**src/rtl/ristretto_pipe_ctrl.sv**
```systemverilog
// Pipeline control for the ristretto core: load-use bubbles, memory-busy freeze,
// fixed-length redirect flush, trap front-end hold and a saturating lost-cycle counter.
module ristretto_pipe_ctrl #(
    parameter int DataWidth   = 32,
    parameter int FlushCycles = 2
) (
    input  logic                 clk_i,
    input  logic                 rst_i,
    input  logic [4:0]           dec_rs1_addr_i,
    input  logic                 dec_rs1_used_i,
    input  logic [4:0]           dec_rs2_addr_i,
    input  logic                 dec_rs2_used_i,
    input  logic                 dec_valid_i,
    input  logic                 exe_valid_i,
    input  logic [4:0]           exe_rd_addr_i,
    input  logic                 exe_is_load_i,
    input  logic                 exe_redirect_i,
    input  logic                 exe_exception_i,
    input  logic                 mem_busy_i,
    input  logic                 trap_ack_i,
    input  logic                 cnt_clear_i,
    output logic                 if_dec_stall_o,
    output logic                 dec_exe_stall_o,
    output logic                 exe_wb_stall_o,
    output logic                 if_dec_flush_o,
    output logic                 dec_exe_flush_o,
    output logic                 exe_wb_flush_o,
    output logic                 trap_o,
    output logic [DataWidth-1:0] lost_cycles_o
);

    typedef enum logic [1:0] {RUN, FLUSH, TRAP} state_t;

    localparam logic [1:0] FLUSH_INIT = 2'(FlushCycles - 1);

    state_t               state, state_nxt;
    logic [1:0]           fcnt, fcnt_nxt;
    logic                 trap_q;
    logic [DataWidth-1:0] lost_q;
    logic                 load_use, redir, exc, lost_evt;

    function automatic logic [DataWidth-1:0] sat_inc(input logic [DataWidth-1:0] v);
        return (&v) ? v : v + DataWidth'(1);
    endfunction

    assign load_use = dec_valid_i & exe_valid_i & exe_is_load_i & (exe_rd_addr_i != 5'd0) &
                      ((dec_rs1_used_i & (dec_rs1_addr_i == exe_rd_addr_i)) |
                       (dec_rs2_used_i & (dec_rs2_addr_i == exe_rd_addr_i)));
    assign redir    = exe_valid_i & exe_redirect_i;
    assign exc      = exe_valid_i & exe_exception_i;
    assign lost_evt = dec_exe_stall_o | dec_exe_flush_o;

    always_ff @(posedge clk_i or posedge rst_i) begin
        if (rst_i) begin
            state  <= RUN;
            fcnt   <= 2'd0;
            trap_q <= 1'b0;
        end else begin
            state  <= state_nxt;
            fcnt   <= fcnt_nxt;
            trap_q <= (state_nxt == TRAP);
        end
    end

    always_ff @(posedge clk_i or posedge rst_i) begin
        if (rst_i)            lost_q <= '0;
        else if (cnt_clear_i) lost_q <= '0;
        else if (lost_evt)    lost_q <= sat_inc(lost_q);
    end

    always_comb begin
        state_nxt = state;
        fcnt_nxt  = fcnt;
        case (state)
            RUN: begin
                if (!mem_busy_i) begin
                    if (exc) begin
                        state_nxt = TRAP;
                    end else if (redir && (FlushCycles > 1)) begin
                        state_nxt = FLUSH;
                        fcnt_nxt  = FLUSH_INIT;
                    end
                end
            end
            FLUSH: begin
                // The redirect cycle itself was the first flush, so fcnt == 1 marks the last one.
                if (!mem_busy_i) begin
                    fcnt_nxt = fcnt - 2'd1;
                    if (fcnt == 2'd1) state_nxt = RUN;
                end
            end
            TRAP: begin
                if (trap_ack_i) state_nxt = RUN;
            end
            default: begin
                state_nxt = RUN;
                fcnt_nxt  = 2'd0;
            end
        endcase
    end

    always_comb begin
        if_dec_stall_o  = 1'b0;
        dec_exe_stall_o = 1'b0;
        exe_wb_stall_o  = 1'b0;
        if_dec_flush_o  = 1'b0;
        dec_exe_flush_o = 1'b0;
        exe_wb_flush_o  = 1'b0;
        if (!rst_i) begin
            case (state)
                RUN: begin
                    if (mem_busy_i) begin
                        if_dec_stall_o  = 1'b1;
                        dec_exe_stall_o = 1'b1;
                        exe_wb_stall_o  = 1'b1;
                    end else if (exc) begin
                        if_dec_flush_o  = 1'b1;
                        dec_exe_flush_o = 1'b1;
                        exe_wb_flush_o  = 1'b1;
                    end else if (redir) begin
                        if_dec_flush_o  = 1'b1;
                        dec_exe_flush_o = 1'b1;
                    end else if (load_use) begin
                        if_dec_stall_o  = 1'b1;
                        dec_exe_flush_o = 1'b1;
                    end
                end
                FLUSH: begin
                    if (mem_busy_i) begin
                        if_dec_stall_o  = 1'b1;
                        dec_exe_stall_o = 1'b1;
                        exe_wb_stall_o  = 1'b1;
                    end else begin
                        if_dec_flush_o  = 1'b1;
                        dec_exe_flush_o = 1'b1;
                    end
                end
                TRAP: begin
                    if_dec_flush_o  = 1'b1;
                    dec_exe_flush_o = 1'b1;
                    exe_wb_stall_o  = mem_busy_i;
                end
                default: ;
            endcase
        end
    end

    assign trap_o        = trap_q;
    assign lost_cycles_o = lost_q;

endmodule
```
**config.mk**
```make
export PLATFORM = sky130hd
export DESIGN_NAME = ristretto_pipe_ctrl
export DESIGN_NICKNAME = d
export VERILOG_FILES = /design/src/rtl/ristretto_pipe_ctrl.sv
export SDC_FILE = /design/constraint.sdc
export NUM_CORES = 1
export LEC_CHECK = 0
export CORE_MARGIN = 1.5
export CORE_UTILIZATION = 45
export DETAILED_ROUTE_END_ITERATION = 6
export GPL_TIMING_DRIVEN = 0
export HOLD_SLACK_MARGIN = 0.03
export PLACE_DENSITY = 0.87
export SLEW_MARGIN = 20
export SYNTH_ARGS = -nofsm -noshare
export SYNTH_HDL_FRONTEND = slang
export SYNTH_SLANG_ARGS = --single-unit
```
**constraint.sdc**
```tcl
create_clock -name clk_i -period 6.3 [get_ports clk_i]
set_clock_uncertainty 0.05 [all_clocks]
set_input_delay 1.26 -clock clk_i [delete_from_list [all_inputs] [get_ports clk_i]]
set_output_delay 1.26 -clock clk_i [all_outputs]
set_load 0.02 [all_outputs]
```
==> results.md <==
- Cell area after synthesis: 2300 um2
- R2R Path Start: lost_cycles_o[13]$_DFFE_PP0P_
- Critical path launch point type: primary input
- WL per Instance: 14.1 um
- Netlist cell types: 48
- # DRC: 0
- Leakage: 1.23 nW
- Setup ws final: 1.45 ns
- Initial antenna violation count: 0
- Starting Density: 0.478
- Largest delay share family, worst path: buffers and inverters
- Die ar.: 5550 um2
- Setup crit start: exe_rd_addr_i[2]
- Async S/R FF share, synth: 1.00
- Final count of hold timing violations: 0
- Net Count, Synth: 285
- Overflow after GRT: 0
- Final setup TNS: 0 ns
- Antenna cells: 0
- DRT Wirelength: 5.56 mm
- Largest net degree at the start of global routing: 24
- Critical path cell sequence: clkdlybuf4s50_1 -> or4_1 -> o211ai_1 -> nand2b_1 -> o21a_1 -> nor2_1 -> clkdlybuf4s50_1
- Starting DRT DRC Count: 221
- Post-route ant nets: 0
- Clock Path Buffers: 2
- Die H: 74.5 um
- Hold Path Origin: fcnt[1]$_DFFE_PP0P_
- Post-CTS Setup Bufs: 0
- Total GRT Usage: 0.217
- Routing usage on met1: 0.282
- Via count: 2,222
- Post-DP HPWL: 4.17 mm
- Die W: 74.5 um
- Clk sinks: 37
- Total CTS buffers: 5
- Post-synthesis sequential area ratio: 0.402
- CTS tree: yes
- Worst Path Buf+Inv: 2
- Status: completed
- Fin crit share: 0.770
- PostCTS Resize Cnt: 0
- Setup CP Type: primary input to output pin
- Fillers: 404
- M2 GR Usage: 0.356
- Synth Flop Type: dfrtp_1
- Root buffer cell: clkbuf_8
- IO Count: 66
- Port bufs: 63
- Clock latency at the later pin of the worst-skew pair: 0.29 ns
- CP Max Fanout: 3
- Worst path slowest cell: clkdlybuf4s50_1
- Detailed-route vias per instance: 5.63
- Core area: 4820 um2
- Global-route wire length before repair: 9.28 mm
- CTS clock-pin slew for the worst setup and hold paths: 0.07 ns
- Min Clock Period, post-route: 4.85 ns
- Syn_area_per_cell: 8.99 um2
- Setup WS pre-CTS: 1.44 ns
- Crit path capture type: output pin
- Post-synth EDFFs: 0
- Slew @ Worst Pin: 0.618 ns
- Most used cell, CP: clkdlybuf4s50_1
- Highest-count cells in the layout ignoring fill and taps: 63 x clkdlybuf4s50_1, 37 x dfrtp_1, 28 x nor2_1
- Hold WC Path Type: flip-flop to flip-flop
- Yosys warns: 0
- Largest vdd supply drop: 0.0000873 V
- Commonest non-fill, non-tap cell in the layout: clkdlybuf4s50_1
- Synth Register Bits: 37
- Final Net Count: 356
- PwrDens: 176 nW/um2
- CP required: 4.99 ns
- RSZ-0062 raised after global routing: false
- Met3 usage: 0.0556
- Critical Path Max Stage Delay: 0.56 ns
- Final core occ: 0.649
- Fraction of layout cells with a size suffix above 1: 0.0701
- Pins Over Slew Limit: 0
- Area Growth Syn to Fin: 35.8%
- Post-Syn Instances: 256
- F_max: 0.206 GHz
- Most used routing layer: met2
- Pre-antenna DRT Iters: 4
- Max_cap viols: 0
- GP Congestion: 0.811
- Vias in the first global route: 2,075
- Setup violators final: 0
- Worst relative slew slack: 0.584
- CTS Hold Bufs: 0
- Critical path arrival: 3.54 ns
- H-tree Lvls: 2
- Std-Cell Rows: 25
stage by stage:
stage / std cells / hold slack (ns) / cell area, um2 / power, mW
2_1_floorplan: 256 / 0.416 / 2300 / 0.339
3_5_place_dp: 387 / 0.443 / 3040 / 0.390
3_3_place_gp: 386 / 0.433 / 3020 / 0.384
4_1_cts: 395 / 0.459 / 3130 / 0.549
6_report: 395 / 0.456 / 3130 / 0.550
5_1_grt: 395 / 0.492 / 3130 / 0.572
cells in the mapped netlist (all sizes together) (2+ instances only):
library cell / instances / area [um2]
nor3: 3 / 26.3
and4: 7 / 63.8
nand2b: 2 / 12.5
o22ai: 3 / 18.8
ha: 2 / 25.0
nor2b: 2 / 12.5
nand3: 15 / 80.1
mux2: 2 / 22.5
o31ai: 9 / 67.6
a21oi: 23 / 115
or4: 9 / 67.6
nor4: 2 / 18.8
buf: 5 / 42.5
o21ai: 12 / 60.1
nand2: 16 / 67.6
clkbuf: 9 / 33.8
dfrtp: 37 / 926
nand4: 9 / 68.8
and3: 7 / 43.8
or3: 11 / 68.8
a32oi: 2 / 36.3
inv: 8 / 30.0
xnor2: 12 / 105
nor2: 28 / 105
o21a: 3 / 22.5
xor2: 6 / 52.6
path summary, 6_finish.rpt:
path / endpoint / slack [ns] / cells after the start
max: if_dec_stall_o / 1.45 / 7
min: fcnt[1]$_DFFE_PP0P_ / 0.46 / 1
max reg2reg: lost_cycles_o[1]$_DFFE_PP0P_ / 3.87 / 7
min reg2reg: fcnt[1]$_DFFE_PP0P_ / 0.46 / 1
max in group asynchronous: lost_cycles_o[3]$_DFFE_PP0P_ / 4.49 / 3
min in group asynchronous: lost_cycles_o[21]$_DFFE_PP0P_ / 1.27 / 2
logic make-up after synthesis:
family,Yosys count,share of synthesized area
compound gates,59,0.170
xor+xnor,18,0.0685
fa+ha+maj,2,0.0109
buf+inv,22,0.0462
flops,37,0.402
mux,3,0.0141
simple gates,115,0.288
where the power goes:
group	switching, mW	total (mW)	internal [mW]
Clock	0.0877	0.164	0.0767
Sequential	0.0107	0.259	0.248
Combinational	0.0697	0.126	0.0566
registers in the layout, indices dropped and copies added (netlist names):
| signal | count |
|---|---|
| trap_o | 1 |
| fcnt | 2 |
| lost_cycles_o | 32 |
| state | 2 |
metal layers:
layer	part of all wire	up-vias
met3	0.057	7
met2	0.49	73
met1	0.44	1059
met4	0.013	0
li1	-	1083
met5	0	-
area by class of cell:
class                      instances  area, um2  area share
tap                               67       83.8      0.0268
clock buffer                       6       72.6      0.0232
multi-input combinational        197       1270       0.406
timing repair buffer              64        658       0.211
clock inverter                     2       10.0     0.00320
inverter                           8       30.0     0.00961
sequential                        37        926       0.296
buffer                            14       76.3      0.0244
Power figures use the tool's default switching activity.
